--- src/rtl/anthem_stream_sequencer.sv ---
// anthem_stream_sequencer
//
// Walks a combinational message ROM one character at a time. Each character
// is offered to a downstream consumer over a valid/ready handshake. The block
// supports start, synchronous stop, looping and an optional inter-character gap.
//
// Optional feature macro: STREAM_PACE_EN
//   defined   -> GAP state and PACE_W down-counter are built; pace_div inserts
//                that many idle cycles after every non-final accept.
//   undefined -> no GAP state and no counter; pace_div is ignored.
//
// Ports
//   clk, rst_n         clock (rising edge), asynchronous active-low reset
//   start              begin a message (honoured only when idle)
//   stop               synchronous abort from any state; wins over start
//   msg_sel[1:0]       message select, latched at start (00/11 -> 0, 01/10 -> 1)
//   loop               restart at index 0 after the last character
//   pace_div           gap cycles between characters (sampled at accept)
//   rom_msg, rom_addr  latched message id and character index to the ROM
//   rom_data           ROM byte, combinational from rom_msg/rom_addr
//   char_out           presented character, held until accepted
//   char_valid         char_out valid
//   char_ready         consumer accepts when high together with char_valid
//   busy               high in any state other than idle
//   done               one-cycle pulse when a non-looping message completes
module anthem_stream_sequencer #(
  parameter int unsigned ADDR_W = 8,
  parameter int unsigned PACE_W = 16,
  parameter int unsigned LEN0   = 129,
  parameter int unsigned LEN1   = 77
) (
  input  logic              clk,
  input  logic              rst_n,
  input  logic              start,
  input  logic              stop,
  input  logic [1:0]        msg_sel,
  input  logic              loop,
  input  logic [PACE_W-1:0] pace_div,
  output logic              rom_msg,
  output logic [ADDR_W-1:0] rom_addr,
  input  logic [7:0]        rom_data,
  output logic [7:0]        char_out,
  output logic              char_valid,
  input  logic              char_ready,
  output logic              busy,
  output logic              done
);

  localparam logic [ADDR_W-1:0] Last0 = ADDR_W'(LEN0 - 1);
  localparam logic [ADDR_W-1:0] Last1 = ADDR_W'(LEN1 - 1);

  typedef enum logic [1:0] {
    StIdle    = 2'd0,
    StFetch   = 2'd1,
`ifdef STREAM_PACE_EN
    StPresent = 2'd2,
    StGap     = 2'd3
`else
    StPresent = 2'd2
`endif
  } state_e;

  state_e              state_q, state_d;
  logic                msg_q, msg_d;
  logic [ADDR_W-1:0]   idx_q, idx_d;
  logic [7:0]          char_q, char_d;
  logic                valid_q, busy_q, done_q, done_d;
  logic [ADDR_W-1:0]   last_idx;
  logic                is_last;

`ifdef STREAM_PACE_EN
  logic [PACE_W-1:0]   gap_q, gap_d;
`else
  logic                unused_pace;
  assign unused_pace = ^pace_div;
`endif

  assign last_idx = msg_q ? Last1 : Last0;
  assign is_last  = (idx_q == last_idx);

  always_comb begin
    state_d = state_q;
    msg_d   = msg_q;
    idx_d   = idx_q;
    char_d  = char_q;
    done_d  = 1'b0;
`ifdef STREAM_PACE_EN
    gap_d   = gap_q;
`endif
    if (stop) begin
      // Abort: index and last character are kept, nothing is signalled.
      state_d = StIdle;
`ifdef STREAM_PACE_EN
      gap_d   = '0;
`endif
    end else begin
      unique case (state_q)
        StIdle: begin
          if (start) begin
            msg_d   = msg_sel[1] ^ msg_sel[0];
            idx_d   = '0;
            state_d = StFetch;
          end
        end
        StFetch: begin
          char_d  = rom_data;
          state_d = StPresent;
        end
        StPresent: begin
          if (char_ready) begin
            if (is_last && !loop) begin
              // Index stays on the last character while idle.
              done_d  = 1'b1;
              state_d = StIdle;
            end else begin
              idx_d = is_last ? '0 : idx_q + 1'b1;
`ifdef STREAM_PACE_EN
              if (pace_div != '0) begin
                gap_d   = pace_div;
                state_d = StGap;
              end else begin
                state_d = StFetch;
              end
`else
              state_d = StFetch;
`endif
            end
          end
        end
`ifdef STREAM_PACE_EN
        StGap: begin
          // Leaving on a count of 1 makes the gap last exactly pace_div cycles.
          gap_d = gap_q - 1'b1;
          if (gap_q == PACE_W'(1)) begin
            state_d = StFetch;
          end
        end
`endif
        default: state_d = StIdle;
      endcase
    end
  end

  always_ff @(posedge clk or negedge rst_n) begin
    if (!rst_n) begin
      state_q <= StIdle;
      msg_q   <= 1'b0;
      idx_q   <= '0;
      char_q  <= 8'h00;
      valid_q <= 1'b0;
      busy_q  <= 1'b0;
      done_q  <= 1'b0;
    end else begin
      state_q <= state_d;
      msg_q   <= msg_d;
      idx_q   <= idx_d;
      char_q  <= char_d;
      valid_q <= (state_d == StPresent);
      busy_q  <= (state_d != StIdle);
      done_q  <= done_d;
    end
  end

`ifdef STREAM_PACE_EN
  always_ff @(posedge clk or negedge rst_n) begin
    if (!rst_n) begin
      gap_q <= '0;
    end else begin
      gap_q <= gap_d;
    end
  end
`endif

  assign rom_msg    = msg_q;
  assign rom_addr   = idx_q;
  assign char_out   = char_q;
  assign char_valid = valid_q;
  assign busy       = busy_q;
  assign done       = done_q;

endmodule
--- config.mk ---
export PLATFORM = sky130hd
export DESIGN_NAME = anthem_stream_sequencer
export DESIGN_NICKNAME = d
export VERILOG_FILES = /design/src/rtl/anthem_stream_sequencer.sv
export SDC_FILE = /design/constraint.sdc
export NUM_CORES = 1
export LEC_CHECK = 0
export BUFFER_PORTS_ARGS = -buffer_cell sky130_fd_sc_hd__clkbuf_2
export CORE_MARGIN = 2
export CORE_UTILIZATION = 47
export CTS_CLUSTER_SIZE = 24
export DETAILED_ROUTE_END_ITERATION = 8
export PLACE_DENSITY = 0.86
export SYNTH_ARGS = -nofsm -noshare
export SYNTH_HDL_FRONTEND = slang
export SYNTH_SLANG_ARGS = --single-unit
--- constraint.sdc ---
create_clock -name clk -period 4.94 [get_ports clk]
set_input_delay 0.494 -clock clk [delete_from_list [all_inputs] [get_ports clk]]
set_output_delay 0.494 -clock clk [all_outputs]
set_load 0.01 [all_outputs]
==> flow_summary.ini, run 1 <==
[yosys]
synth_cell_type_count = 28
synth_area_um2 = 1030
yosysSeqAreaShare_pct = 53.6
syn_nets = 126
synthMuxAreaShare_pct = 11.0
yosys.area_share.simple_pct = 17.8
synth_compound_area_share_pct = 12.5
synth_xor_xnor_area_share_pct = 0.853
synthAdderAreaFrac_pct = 2.44
yosysWarnings = 0
ys_ff_latch = 22
synthCells = 92
synth_top_family_by_area = simple AND/OR/NAND/NOR gates
syn_area_per_cell_um2 = 11.2

[grt]
grt_pass1_vias = 788
met1_usage_pct = 18.7
top_usage_layer = met2
use_met2_pct = 32.0
gr-total-overflow = 0
grtUsageMet3_pct = 4.17
grt_start_max_net_pins = 23
antenna_found_initial = 0
grt_pass1_wl_um = 3310
grt_use_total_pct = 17.1

[worst_setup_path]
crit_required_ns = 5.13
reg2reg_to = rom_addr[5]
reg2reg_depth = 6
worstSetupPathType = register to register
reg2reg_from = rom_addr[0]
r2r_slack_ns = 3.10
crit_path_end_kind = register
cp-start-kind = register
arrival_ns = 2.03
critPathMaxFanout = 7

[floorplan]
start_util_pct = 51.3
row_count = 16
dieWidth_um = 50.8
die_h_um = 50.8
ioPinCount = 52
dieArea_um2 = 2580
core_area_um2 = 2000

[min_path]
min_path_type = input port to async pin

[timing]
slew_violations = 0
finalSetupViolCount = 0
slew_headroom_pct = 58.9
tightest_slew_ns = 0.614
rsz0062_at_grt = no
report.final.hold_viol_count = 0
period_needed_ns = 1.84
tns_ns = 0
skew_ns = 0.00134
fmax_ghz = 0.544
period_share_pct = 37.2

[routing]
wl_um = 2060
vias_per_cell = 5.42
antenna_left = 0
drt_iter0_markers = 14
routedWlPerCell_um = 13.0
dr.pass1.iters = 4
drc_errors = 0
num_vias = 857

[clocking]
cts_tree = built
cts_root_buffer = clkbuf_4
ctsResizeCount = 0
clock-sinks = 22
clkTransAtPathRegs_ns = 0.12
htree_levels = 1
clock_path_buffers = 2
clk_latency_ns = 0.30
numCtsBuffers = 3
ctsHoldBuffers = 0
postCtsSetupBuffers = 0

[run]
drv_cap = 0

[placed_design]
port_buffers = 35
place.detailed.hpwl_um = 1630
placed_cell_area_um2 = 1240
gp_congestion = 0.835

[cells_and_area]
drive_gt1_share_pct = 42.0
final_common_cell = clkbuf_2
fillCellCount = 171
postLayoutCoreUtil_pct = 63.6
nets = 166
design_area_um2 = 1270
num_antenna_cells = 0
mostFrequentLayoutCells = 35 x clkbuf_2, 22 x dfrtp_1, 12 x nand2_1
areaGrowthSynthToFinish_pct = 23.9

[power]
leakage_uw = 0.000604
vdd_ir_drop_max_mv = 0.148
power_uw = 421
power_density_nw_per_um2 = 331

[outcome]
status = completed
## metal layers
metal,part of all wire [%],vias to the layer above
met3,7.5,0
li1,-,413
met4,0,0
met1,42,411
met5,0,-
met2,50,33
## power by group
part           internal (uW)  total [uW]  leakage, uW  switching (uW)
combinational           50.4        98.8     0.000299            48.5
clock                   44.9        96.5    0.0000210            51.6
sequential               208         226     0.000284            17.8
total                    303         421     0.000604             118
## through the flow
step | cells | setup WS [ns] | hold slack [ns]
after CTS | 158 | 3.08 | 0.157
after global placement | 154 | 3.14 | 0.487
final | 158 | 3.10 | 0.142
after detailed placement | 154 | 3.08 | 0.497
after floorplan | 92 | 3.23 | 0.198
after global routing | 158 | 2.88 | 0.180
## state kept, by name, summed over array words and instances, names as in the netlist
signal	flops
done	1
rom_msg	1
rom_addr	8
char_valid	1
busy	1
state_q	2
char_out	8
## critical path, stage by stage (launching register included)
cell and delay, ns:
dfrtp_1 0.44, inv_1 0.06, ha_1 0.19, nor3b_1 0.17, a21oi_2 0.31, nand2_2 0.17
o41ai_1 0.39
## cell families after synthesis
logic type	count (synthesis)
simple gates	36
flops	22
compound gates	17
fa+ha+maj	2
xor+xnor	1
buf+inv	5
mux	9
## cell usage after synthesis
library cell	number	share of area (%)
nand2b_1	3	1.8
nand2_1	12	4.4
ha_1	2	2.4
o211a_1	1	0.97
a21bo_4	1	1.6
nor4_1	1	0.61
o31ai_1	1	0.73
o41ai_1	1	0.85
inv_1	4	1.5
dfrtp_1	22	54
mux2_2	8	8.8
nand2_2	1	0.61
and3_2	2	1.5
a211oi_1	1	0.73
mux2i_4	1	2.2
a21oi_2	1	0.85
or4_4	1	1.1
nor3b_1	1	0.73
xnor2_1	1	0.85
nor2_1	4	1.5
nand4_1	1	0.61
or2_1	1	0.61
nor3_1	1	0.49
inv_2	1	0.37
o21ai_0	4	1.9
a21oi_1	3	1.5
nand3_1	8	3.9
o311ai_0	4	3.4
## how the worst max path moves through the flow
stage	from	endpoint	slack, ns	depth (start not counted)
floorplan	rom_addr[2]	busy	3.23	5
global placement	char_ready	rom_addr[6]	3.14	5
detailed placement	char_ready	rom_addr[5]	3.08	5
CTS	rom_addr[0]	rom_addr[5]	3.08	6
global route	state_q[1]	rom_addr[5]	2.88	4
finish	rom_addr[0]	rom_addr[5]	3.10	6
## cell type report
type                    count  area [um2]  share of cell area, %
clock buffers               4        36.3                   2.85
inverters                   5        18.8                   1.47
well taps                  27        33.8                   2.65
repair buffers             35         175                   13.8
multi-input cells          65         458                   36.0
flip-flops and latches     22         551                   43.3
No activity file was read; power rests on OpenSTA's default activity.
==> run 2, diff against run 1 <==
--- a/config.mk
+++ b/config.mk
@@ -7,10 +7,10 @@
 export LEC_CHECK = 0
 export BUFFER_PORTS_ARGS = -buffer_cell sky130_fd_sc_hd__clkbuf_2
 export CORE_MARGIN = 2
-export CORE_UTILIZATION = 47
+export CORE_UTILIZATION = 40
 export CTS_CLUSTER_SIZE = 24
 export DETAILED_ROUTE_END_ITERATION = 8
-export PLACE_DENSITY = 0.86
+export PLACE_DENSITY = 0.78
 export SYNTH_ARGS = -nofsm -noshare
 export SYNTH_HDL_FRONTEND = slang
 export SYNTH_SLANG_ARGS = --single-unit
==> constraint.sdc (replaced) <==
create_clock -name clk -period 1.6 [get_ports clk]
set_input_delay 0.16 -clock clk [delete_from_list [all_inputs] [get_ports clk]]
set_output_delay 0.16 -clock clk [all_outputs]
set_load 0.01 [all_outputs]
==> run 2 against run 1 <==
The flow now finishes with violations (setup timing). Design area grew 21%. Count of clock-buffer cells in the layout shrank 1. Combinational power grew to 3.9 times the previous value. Non-clock buffer count is 17 higher. Sequential share of layout area down 7.3 points. Clock power grew to 4.3 times the previous value. Utilization shrank 0.87 points. Via count grew 4.8%. Critical path depth is 1 lower. Power rose to 3.5 times the previous value. Setup slack worse by 3.2 ns. Highest routed layer is now met4.
==> flow_summary.ini, run 2 (synthesis gave the netlist of run 1 again) <==
[clocking]
htree_levels = 1
clock_path_buffers = 2
clock-sinks = 22
cts_root_buffer = clkbuf_4
clk_latency_ns = 0.30
clkTransAtPathRegs_ns = 0.12
numCtsBuffers = 3
cts_tree = built

[timing]
slew_violations = 0
rsz0062_at_grt = yes
skew_ns = 0.00606
period_share_pct = 107
setup_ws_ns = -0.116
tns_ns = -0.816
fmax_ghz = 0.583
report.final.hold_viol_count = 0
slew_headroom_pct = 64.1
period_needed_ns = 1.72
finalSetupViolCount = 10
tightest_slew_ns = 0.539

[cells_and_area]
num_antenna_cells = 0
postLayoutCoreUtil_pct = 62.7
nets = 183
fillCellCount = 204
drive_gt1_share_pct = 58.1
layout.cells.non_filler = 178
mostFrequentLayoutCells = 35 x clkbuf_2, 20 x dfrtp_1, 14 x buf_4
areaGrowthSynthToFinish_pct = 49.8
final_common_cell = clkbuf_2

[routing]
drc_errors = 0
wl_met2_um = 1220
wl_met3_um = 150
vias_per_cell = 5.04
routedWlPerCell_um = 13.5
wl_met1_um = 1000
top_layer = met4
dr.pass1.iters = 4
num_vias = 898
antenna_left = 0
drt_iter0_markers = 5
wl_um = 2400

[worst_setup_path]
reg2reg_to = rom_addr[6]
reg2reg_from = rom_addr[2]
crit_required_ns = 1.79
cp-start-kind = register
arrival_ns = 1.91
worstSetupPathType = register to register
critPathMaxFanout = 6
r2r_slack_ns = -0.12
reg2reg_depth = 5
crit_path_end_kind = register

[floorplan]
dieArea_um2 = 2990
start_util_pct = 41.8
core_area_um2 = 2450
ioPinCount = 52
die_h_um = 54.7
dieWidth_um = 54.7
row_count = 18

[power]
p_sw_share_pct = 26.2
power_frac_comb_pct = 25.7
p_sw_uw = 390
power_density_nw_per_um2 = 966
pwr-share-clk_pct = 28.1
leakage_uw = 0.000752
vdd_ir_drop_max_mv = 0.588
internal_power_uw = 1100
pwr-share-seq_pct = 46.2

[grt]
grt_use_total_pct = 17.4
grt_pass1_wl_um = 3740
gr-total-overflow = 0
antenna_found_initial = 0
grt_pass1_vias = 895
grt_start_max_net_pins = 23

[placed_design]
place.detailed.hpwl_um = 1840
dpl.cell_count = 172
gp_congestion = 0.839
port_buffers = 35

[outcome]
violations = setup timing
status = finished with violations

[min_path]
min_delay_path_depth = 2
min_path_type = input port to register
min-delay-start = rom_data[1]
holdPathEnd = char_out[1]

[run]
drv_cap = 0
[run 2: cell count changes in the layout (fill, tap and decap cells not counted), sizes merged]
cell,previous run,this run
bufinv,0,1
buf,0,16
clkbuf,39,38
dlygate4sd3,0,1
[run 2: metal layers]
| layer | GRT usage [%] | up-vias |
|---|---|---|
| li1 | - | 445 |
| met1 | 19.8 | 422 |
| met2 | 32.9 | 29 |
| met3 | 2.73 | 2 |
| met4 | 5.00 | 0 |
| met5 | 0 | - |
[run 2: cell type report]
| type | count | area [um2] | share of cell area (%) |
|---|---|---|---|
| multi-input cells | 65 | 556 | 36.1 |
| inverters | 5 | 18.8 | 1.22 |
| flip-flops and latches | 22 | 553 | 35.9 |
| clock buffers | 3 | 22.5 | 1.46 |
| well taps | 30 | 37.5 | 2.44 |
| clock inverters | 1 | 30.0 | 1.95 |
| repair buffers | 52 | 322 | 20.9 |
[run 2: worst max path at each step]
stage,end,start,slack (ns)
floorplan,busy,rom_addr[2],-0.09
global placement,busy,rom_addr[0],-0.12
detailed placement,busy,rom_addr[0],-0.16
CTS,busy,rom_msg,-0.11
global route,rom_addr[6],rom_addr[2],-0.17
finish,rom_addr[6],rom_addr[2],-0.12
[run 2: critical path, stage by stage (launching register included)]
cell      delay, ns
dfrtp_2        0.43
or4_4          0.54
mux2i_4        0.22
a21oi_4        0.13
nand3_1        0.17
o311ai_4       0.11
[run 2: metrics by stage]
stage | hold slack, ns | power (uW) | setup slack [ns] | cell area [um2]
after global routing | 0.0586 | 1590 | -0.166 | 1540
after detailed placement | 0.172 | 1060 | -0.155 | 1370
final | 0.0778 | 1490 | -0.116 | 1540
after floorplan | -0.136 | 876 | -0.0905 | 1030
after global placement | 0.158 | 1050 | -0.119 | 1370
after CTS | 0.0692 | 1500 | -0.113 | 1480
[run 2: power by group through the flow]
stage          clock network, uW  registers, uW  logic, uW
2_1_floorplan                  0            744        132
4_1_cts                      434            688        382
3_5_place_dp                   0            700        364
5_1_grt                      466            699        420
6_report                     418            686        382
3_3_place_gp                   0            693        353
[run 2: what timing repair did]
| action | 4_1_cts | 5_1_grt |
|---|---|---|
| hold buffers | 1 | 0 |
| endpoints found under the setup margin | 9 | 9 |
| pin swaps | 7 | 5 |
| buffers inserted | 0 | 1 |
| endpoints found under the hold margin | 22 | 0 |
| resized for setup | 19 | 7 |
